**src/rtl/clock_rate_pkg.sv**
```systemverilog
// Shared types and helpers for the runtime-configurable clock generator.
// Holds the FSM state encoding and the Hz-to-terminal-count conversion.
package clock_rate_pkg;

    typedef enum logic [1:0] {
        STOP  = 2'd0,
        RUN   = 2'd1,
        DRAIN = 2'd2
    } state_t;

    localparam int unsigned CLK_HZ_DEFAULT = 100_000_000;

    // Half-period terminal count for a target output frequency.
    function automatic int unsigned hz_to_div(input int unsigned hz,
                                              input int unsigned clk_hz = CLK_HZ_DEFAULT);
        return clk_hz / (2 * hz) - 1;
    endfunction

endpackage

```
**src/rtl/div_counter.sv**
```systemverilog
// Half-period counter: wraps to 0 when it reaches the terminal value.
// Latency: term_cnt is combinational from the counter flop; no backpressure.
// clear wins over run; with run low the count holds.
module div_counter #(
    parameter int unsigned DIV_W = 26
) (
    input  logic             clk_in,
    input  logic             reset,
    input  logic             run,
    input  logic             clear,
    input  logic [DIV_W-1:0] term_val,
    output logic [DIV_W-1:0] count,
    output logic             term_cnt
);

    logic [DIV_W-1:0] cnt_q;
    logic [DIV_W-1:0] cnt_d;

    assign term_cnt = (cnt_q == term_val);
    assign count    = cnt_q;

    always_comb begin
        cnt_d = cnt_q;
        if (clear) begin
            cnt_d = '0;
        end else if (run) begin
            cnt_d = term_cnt ? '0 : cnt_q + 1'b1;
        end
    end

    always_ff @(posedge clk_in or posedge reset) begin
        if (reset) begin
            cnt_q <= '0;
        end else begin
            cnt_q <= cnt_d;
        end
    end

endmodule

```
**src/rtl/clock_rate_ctrl.sv**
```systemverilog
// Square-wave generator with glitch-free divisor changes and safe start/stop.
// Latency: first rise active_div+1 cycles after RUN; new divisor lands at a half-period boundary.
// Backpressure: cfg_ready drops while a divisor is pending and returns the cycle after it is applied.
module clock_rate_ctrl
    import clock_rate_pkg::*;
#(
    parameter int unsigned CLK_HZ     = CLK_HZ_DEFAULT,
    parameter int unsigned DEFAULT_HZ = 60,
    parameter int unsigned DIV_W      = 26
) (
    input  logic             clk_in,
    input  logic             reset,
    input  logic             enable,
    input  logic [DIV_W-1:0] cfg_div,
    input  logic             cfg_valid,
    output logic             cfg_ready,
    output logic             clk_out,
    output logic             tick,
    output logic             busy
);

    localparam logic [DIV_W-1:0] DEFAULT_DIV = DIV_W'(hz_to_div(DEFAULT_HZ, CLK_HZ));

    state_t           state_q, state_d;
    logic [DIV_W-1:0] active_div_q, active_div_d;
    logic [DIV_W-1:0] pend_div_q, pend_div_d;
    logic             pending_q, pending_d;
    logic             clk_out_q, clk_out_d;
    logic             tick_q, tick_d;

    logic             cnt_run;
    logic             cnt_clear;
    logic [DIV_W-1:0] cnt;
    logic             term_cnt;
    logic             xfer;

    div_counter #(.DIV_W(DIV_W)) u_div_counter (
        .clk_in   (clk_in),
        .reset    (reset),
        .run      (cnt_run),
        .clear    (cnt_clear),
        .term_val (active_div_q),
        .count    (cnt),
        .term_cnt (term_cnt)
    );

    assign cfg_ready = ~pending_q;
    assign xfer      = cfg_valid & cfg_ready;
    assign clk_out   = clk_out_q;
    assign tick      = tick_q;
    assign busy      = (state_q != STOP);

    always_comb begin
        state_d      = state_q;
        active_div_d = active_div_q;
        pend_div_d   = pend_div_q;
        pending_d    = pending_q;
        clk_out_d    = clk_out_q;
        tick_d       = 1'b0;
        cnt_run      = 1'b0;
        cnt_clear    = 1'b0;

        case (state_q)
            STOP: begin
                cnt_clear = 1'b1;
                clk_out_d = 1'b0;
                if (xfer) begin
                    active_div_d = cfg_div;
                end
                if (enable) begin
                    state_d = RUN;
                end
            end
            RUN, DRAIN: begin
                cnt_run = 1'b1;
                if (state_q == RUN && !enable && !clk_out_q) begin
                    // Low phase can be cut short safely: output is already low.
                    state_d   = STOP;
                    cnt_clear = 1'b1;
                    clk_out_d = 1'b0;
                    if (pending_q) begin
                        active_div_d = pend_div_q;
                        pending_d    = 1'b0;
                    end else if (xfer) begin
                        active_div_d = cfg_div;
                    end
                end else begin
                    // Here clk_out is high whenever enable is low, so the high phase runs out.
                    if (enable) begin
                        state_d = RUN;
                    end else if (term_cnt) begin
                        state_d = STOP;
                    end else begin
                        state_d = DRAIN;
                    end
                    if (term_cnt) begin
                        clk_out_d = ~clk_out_q;
                        tick_d    = ~clk_out_q;
                        if (pending_q) begin
                            active_div_d = pend_div_q;
                            pending_d    = 1'b0;
                        end
                    end
                    if (xfer) begin
                        if (state_d == STOP) begin
                            active_div_d = cfg_div;
                        end else begin
                            pend_div_d = cfg_div;
                            pending_d  = 1'b1;
                        end
                    end
                end
            end
            default: begin
                state_d   = STOP;
                cnt_clear = 1'b1;
                clk_out_d = 1'b0;
            end
        endcase
    end

    always_ff @(posedge clk_in or posedge reset) begin
        if (reset) begin
            state_q      <= STOP;
            active_div_q <= DEFAULT_DIV;
            pend_div_q   <= '0;
            pending_q    <= 1'b0;
            clk_out_q    <= 1'b0;
            tick_q       <= 1'b0;
        end else begin
            state_q      <= state_d;
            active_div_q <= active_div_d;
            pend_div_q   <= pend_div_d;
            pending_q    <= pending_d;
            clk_out_q    <= clk_out_d;
            tick_q       <= tick_d;
        end
    end

    // Divisor only changes when the counter is at 0 or at the old terminal value.
    a_cnt_in_range: assert property (@(posedge clk_in) disable iff (reset) cnt <= active_div_q);

endmodule
```
**config.mk**
```make
export PLATFORM = sky130hd
export DESIGN_NAME = clock_rate_ctrl
export DESIGN_NICKNAME = d
export VERILOG_FILES = /design/src/rtl/clock_rate_pkg.sv /design/src/rtl/div_counter.sv /design/src/rtl/clock_rate_ctrl.sv
export SDC_FILE = /design/constraint.sdc
export NUM_CORES = 1
export LEC_CHECK = 0
export CAP_MARGIN = 5
export CORE_MARGIN = 1
export CORE_UTILIZATION = 45
export DETAILED_ROUTE_END_ITERATION = 8
export HOLD_SLACK_MARGIN = 0.08
export PLACE_DENSITY_LB_ADDON = 0.25
export SLEW_MARGIN = 20
export SYNTH_ARGS = -nofsm -noshare
export SYNTH_HDL_FRONTEND = slang
export SYNTH_SLANG_ARGS = --single-unit
```
**constraint.sdc**
```tcl
create_clock -name clk_in -period 7.85 [get_ports clk_in]
set_clock_uncertainty 0.1 [all_clocks]
set_input_delay 2.355 -clock clk_in [delete_from_list [all_inputs] [get_ports clk_in]]
set_output_delay 2.355 -clock clk_in [all_outputs]
set_load 0.02 [all_outputs]
```
## Word-level counts from Yosys, hierarchy flattened

Index checks and enable logic that the tools add are counted.

| operators by class | value |
|---|---|
| add/subtract/negate cells | 1 |
| $mul | 0 |
| div/mod/pow operators | 0 |
| $lt $le $gt $ge | 0 |
| equal/unequal tests | 5 |
| shift operators | 0 |
| muxes and demuxes | 31 |
| bitwise gates (word level) | 5 |
| reductions and logical operators | 11 |

Operator list:

| operator | number |
|---|---|
| $mux W26 | 10 |
| $pmux W26 S2 | 1 |
| $add A26 B1 Y26 const B | 1 |
| $eq A26 B26 Y1 | 1 |
| $mux W1 | 13 |
| $mux W2 | 6 |
| $reduce_bool A2 Y1 | 3 |
| $logic_not A2 Y1 | 2 |
| $not A1 Y1 | 4 |
| $pmux W2 S2 | 1 |
| $reduce_and A4 Y1 | 1 |
| $ne A3 B2 Y1 const B | 1 |
| $eq A2 B1 Y1 const B | 1 |
| $eq A2 B2 Y1 const B | 1 |
| $logic_and A1 B1 Y1 | 2 |
| $logic_not A1 Y1 | 2 |
| $ne A2 B2 Y1 const B | 1 |
| $reduce_or A2 Y1 | 1 |
| $and A1 B1 Y1 | 1 |

| word-level totals | value |
|---|---|
| bits in registers | 83 |
| latch bits | 0 |
| bits in writable memories | 0 |
| bits in read-only memories | 0 |
| input port bits | 30 |
| output and inout bits | 4 |
| word-level logic and storage cells | 60 |
| memories kept | 0 |

## Depth between registers and ports, before layout

| depth | value |
|---|---|
| depth in word-level cells | 10 |
| mapped depth | 9 |
| gate-level depth less buffers | 7 |

## Modules after synthesis

From an unflattened synthesis, not the netlist that was laid out.

| unflattened totals | value |
|---|---|
| cells, all modules | 568 |
| area, all modules | 5,447.7 um2 |

By module, submodules not included:

| module | times used | cells an instance | area an instance (um2) | seq. area each (um2) |
|---|---|---|---|---|
| clock_rate_ctrl | 1 | 398 | 3,797.4 | 1,440.1 |
| div_counter | 1 | 170 | 1,650.3 | 650.6 |

## Worst setup path after synthesis

OpenSTA, ideal clock, no wires.

| timing | value |
|---|---|
| path kind | input-to-reg |
| start point | input port enable |
| end point | register active_div_q[10] |
| library setup time | 0.082 ns |
| arrival | 3.828 ns |
| required time | 7.668 ns |
| setup slack | 3.840 ns |
| stages on the path | 8 |
| path buffers | 3 |
| cell sequence | buf_2 > or3b_1 > buf_2 > nor3_4 > buf_2 > a222oi_1 > o41a_1 > a22oi_1 |

| between the ends | value |
|---|---|
| cells in the longest elaborated chain, start to end | 8 |
| elaborated cells on any way between the ends | 11 |
| those cells by class | mux: 7; reduce/logical: 4 |

RTL lines:

| element | line | source |
|---|---|---|
| start: declaration | clock_rate_ctrl.sv:13 | `input logic enable,` |
| $mux W2 | clock_rate_ctrl.sv:89 | `if (enable) begin` |
| $mux W2 | clock_rate_ctrl.sv:76 | `if (state_q == RUN && !enable && !clk_out_q) begin` |
| $mux W2 | clock_rate_ctrl.sv:63 | `case (state_q)` |
| $logic_not A2 Y1 | clock_rate_ctrl.sv:105 | `if (state_d == STOP) begin` |
| $mux W26 | clock_rate_ctrl.sv:105 |  |
| $mux W26 | clock_rate_ctrl.sv:104 | `if (xfer) begin` |
| $mux W26 (*) | clock_rate_ctrl.sv:76 |  |
| $pmux W26 S2 (*) | clock_rate_ctrl.sv:63 |  |
| end signal: assignment | clock_rate_ctrl.sv:132 | `active_div_q <= active_div_d;` |
| end: declaration | clock_rate_ctrl.sv:25 | `logic [DIV_W-1:0] active_div_q, active_div_d;` |

Mark *: on every way between the ends. The rest lies on a longest branch, timed or not. The select of a mux whose other input is x is not followed.
A chain may end at the register's enable or synchronous reset.

## Final worst setup path

| timing | value |
|---|---|
| start point | input port enable |
| end point | register active_div_q[22] |

Same word-level chain as after synthesis.

==> impl_metrics.csv <==
group,metric,value,unit
timing,holdWs,412.4,ps
setup_path,worst-endpoint-arrival,5170,ps
final_layout,final_net_count,686,
timing,setup_viol_count_final,0,
timing,rsz_0062_raised_after_global_routing,"no",
timing,final.setup.tns,0,ps
setup_path,critical_path.endpoint_type,"flop",
floorplan,start_util,46.34,%
detailed_routing,detail_route_antenna_nets,0,
synth,yosysSeqAreaShare,33.80,%
setup_path,worstReg2RegStart,"active_div_q[19]",
detailed_routing,avgViaCountPerCell,6.645,
clock_tree,clockBufferDepth,2,
synth,synth_largest_area_cell,"sky130_fd_sc_hd__dfrtp_1",
clock_tree,cts_root_buf,"sky130_fd_sc_hd__clkbuf_16",
setup_path,largest_fanout_on_the_critical_path,25,
setup_path,critical_path.cell_chain,"clkdlybuf4s50_1 -> or3b_1 -> nor2b_2 -> o21ai_0 -> a31o_2 -> a22oi_1",
timing,period_share,63.75,%
synth,syn_inst,657,
synth,synth_enable_flop_cells,0,
flow_run,maxCapViolCount,0,
synth,yosys_register_bits,83,
synth,synth.distinct_cells,51,
grt,global_route.overflow_total,0,
synth,synth.top_cells.by_area,"sky130_fd_sc_hd__dfrtp_1 (29%), sky130_fd_sc_hd__mux2_2 (7.6%), sky130_fd_sc_hd__o21ai_0 (6.2%)",
timing,max_slew.worst_pin.slew,1149,ps
synth,synthTopCellsByCount,"sky130_fd_sc_hd__o21ai_0 (77), sky130_fd_sc_hd__dfrtp_1 (72), sky130_fd_sc_hd__mux2_2 (42)",
detailed_routing,post-route-drc-count,0,
final_layout,final_design_area_no_fill,6830,µm²
synth,postSynthAreaPerCell,9.415,µm²
setup_path,cp.buffers_inverters,1,
detailed_routing,wl,18.08,mm
grt,grt_pass1_vias,5421,
synth,syn_nets,691,
setup_path,critPathLaunch,"enable",
final_layout,share_of_post_route_cells_with_drive_strength_above_1,18.72,%
grt,first_pass_grt_wire_length,28.90,mm
timing,clock_period_minus_worst_slack,5004,ps
floorplan,die-area,14220,µm²
synth,ys_async_sr_fraction,100.0,%
placement,place.detailed.instances,816,
detailed_routing,detail_route.wl_per_cell,21.70,µm
min_path,hold_path.class,"reg2reg",
setup_path,crit_slowest_cell,"sky130_fd_sc_hd__nor2b_2",
grt,grt_max_degree,84,
clock_tree,cts_setup_buffers,0,
timing,timing.fmax,199.8,MHz
clock_tree,cts_resized,0,
final_layout,n_fill_cell,1244,
detailed_routing,drt_pass1_iterations,7,
setup_path,critical-path-top-delay-family,"simple AND/OR/NAND/NOR gates",
setup_path,worst-setup-path-type,"in2reg",
floorplan,die_x,119.2,µm
detailed_routing,drt_first_iter_violations,636,
placement,finalWeightedCongestion,0.8412,
timing,max-slew-margin-rel,23.07,%
synth,synth_most_common_cell,"sky130_fd_sc_hd__o21ai_0",
grt,antenna_violations_before_repair,0,
synth,synthesis.area,6186,µm²
synth,synth.top_cell.area_share,29.13,%
floorplan,core_area,13350,µm²
floorplan,io_pins,34,
final_layout,antennaDiodeCount,0,
clock_tree,cts_htree_levels,3,
placement,postPlaceCellArea,6524,µm²
placement,port_buffers,33,
timing,final_report_max_slew_violation_count,0,
final_layout,syn2layout_area_growth,10.42,%
grt,track_usage,26.04,%
synth,synth-warning-count,0,
synth,yosys_most_used_dff,"sky130_fd_sc_hd__dfrtp_1",
setup_path,crit_required,8010,ps
placement,dp_hpwl,10.49,mm
setup_path,timing.critical_path.from_type,"primary input",
clock_tree,tritoncts_clock_tree,"done",
setup_path,crit_path_max_incr_delay,990,ps
detailed_routing,via_count,5535,
final_layout,instances_no_fill,833,
floorplan,number_of_rows_in_the_core_area,42,
clock_tree,cts_sinks,83,
clock_tree,clock_transition_at_path_regs,60,ps
status,run_status,"finished clean",
clock_tree,clock_insertion_delay_worst_skew,360,ps
timing,report.final.hold_viol_count,0,
min_path,hold_start,"pend_div_q[11]",
clock_tree,numCtsBuffers,9,
floorplan,chipHeight,119.2,µm
clock_tree,ctsHoldBuffers,0,
==> cell usage in the layout (no fill, tap or decap), types with 3 or more instances in the layout <==
cell,n
sky130_fd_sc_hd__clkinv_2,4
sky130_fd_sc_hd__mux2i_1,26
sky130_fd_sc_hd__buf_4,10
sky130_fd_sc_hd__nor3_1,29
sky130_fd_sc_hd__and4_1,5
sky130_fd_sc_hd__xnor2_1,20
sky130_fd_sc_hd__nand3_1,11
sky130_fd_sc_hd__a222oi_1,25
sky130_fd_sc_hd__inv_1,11
sky130_fd_sc_hd__o41a_1,25
sky130_fd_sc_hd__and3_1,3
sky130_fd_sc_hd__dfstp_2,11
sky130_fd_sc_hd__nand2_1,34
sky130_fd_sc_hd__ha_1,3
sky130_fd_sc_hd__a21oi_1,29
sky130_fd_sc_hd__a31o_2,25
sky130_fd_sc_hd__nor4_1,4
sky130_fd_sc_hd__a22oi_1,25
sky130_fd_sc_hd__nand4_1,7
sky130_fd_sc_hd__xor2_1,30
sky130_fd_sc_hd__mux2_2,42
sky130_fd_sc_hd__dfrtp_1,71
sky130_fd_sc_hd__clkdlybuf4s50_1,32
sky130_fd_sc_hd__nor4_2,5
sky130_fd_sc_hd__clkbuf_16,9
sky130_fd_sc_hd__o21ai_0,77
sky130_fd_sc_hd__mux2_1,9
sky130_fd_sc_hd__nor2_1,37
==> worst paths after layout <==
path                                               end  slack, ps  cells past startpoint
worst max-delay path                  active_div_q[22]       2850                      6
worst min-delay path                    pend_div_q[11]        410                      1
worst max register to register  u_div_counter.count[4]       4490                      6
worst min register to register          pend_div_q[11]        410                      1
max in group asynchronous                pend_div_q[7]       4290                      3
min in group asynchronous               pend_div_q[14]       2170                      2
==> flip-flops by register name (all words and copies together) (netlist names) <==
register and cells:
tick 1, state_q 2, clk_out 1, pend_div_q 26
active_div_q 26, u_div_counter.count 26, pending_q 1
==> layout make-up <==
class,instances,area [µm²],area share [%]
multi-input combinational,502,3765,55.12
sequential,83,2092,30.63
timing repair buffer,44,411.6,6.027
clock buffer,11,242.7,3.554
tap,176,220.2,3.224
clock inverter,5,52.55,0.7694
inverter,12,46.29,0.6778
==> routing by layer <==
metal  GRT usage (%)  part of all wire [%]  up-vias
li1                -                     -     2527
met1           34.31                    43     2709
met2           42.01                    47      255
met3           2.969                   6.7       44
met4           13.45                   2.4        0
met5               0                     0        -
==> per-stage QoR <==
stage	setup WS [ps]	utilization, %
2_1_floorplan	3276	-
3_3_place_gp	2601	48.86
3_5_place_dp	2545	48.88
4_1_cts	2895	51.09
5_1_grt	2746	51.17
6_report	2846	51.17
==> kinds of logic (layout without fill, tap and decap cells) <==
group                    count (synthesis)  in the layout  synth area share (%)
AO/OA/AOI/OAI                          219            219                 26.01
XOR/XNOR                                50             50                 7.079
adder cells (fa/ha/maj)                  4              4                0.8091
buffers and inverters                   72             72                 5.603
flip-flops                              83             83                 33.80
multiplexers                            77             77                 13.49
AND/OR/NAND/NOR                        152            152                 13.21
Power is not shown: default switching activity piles up to over one toggle a cycle in this logic, so the estimate is an artifact.
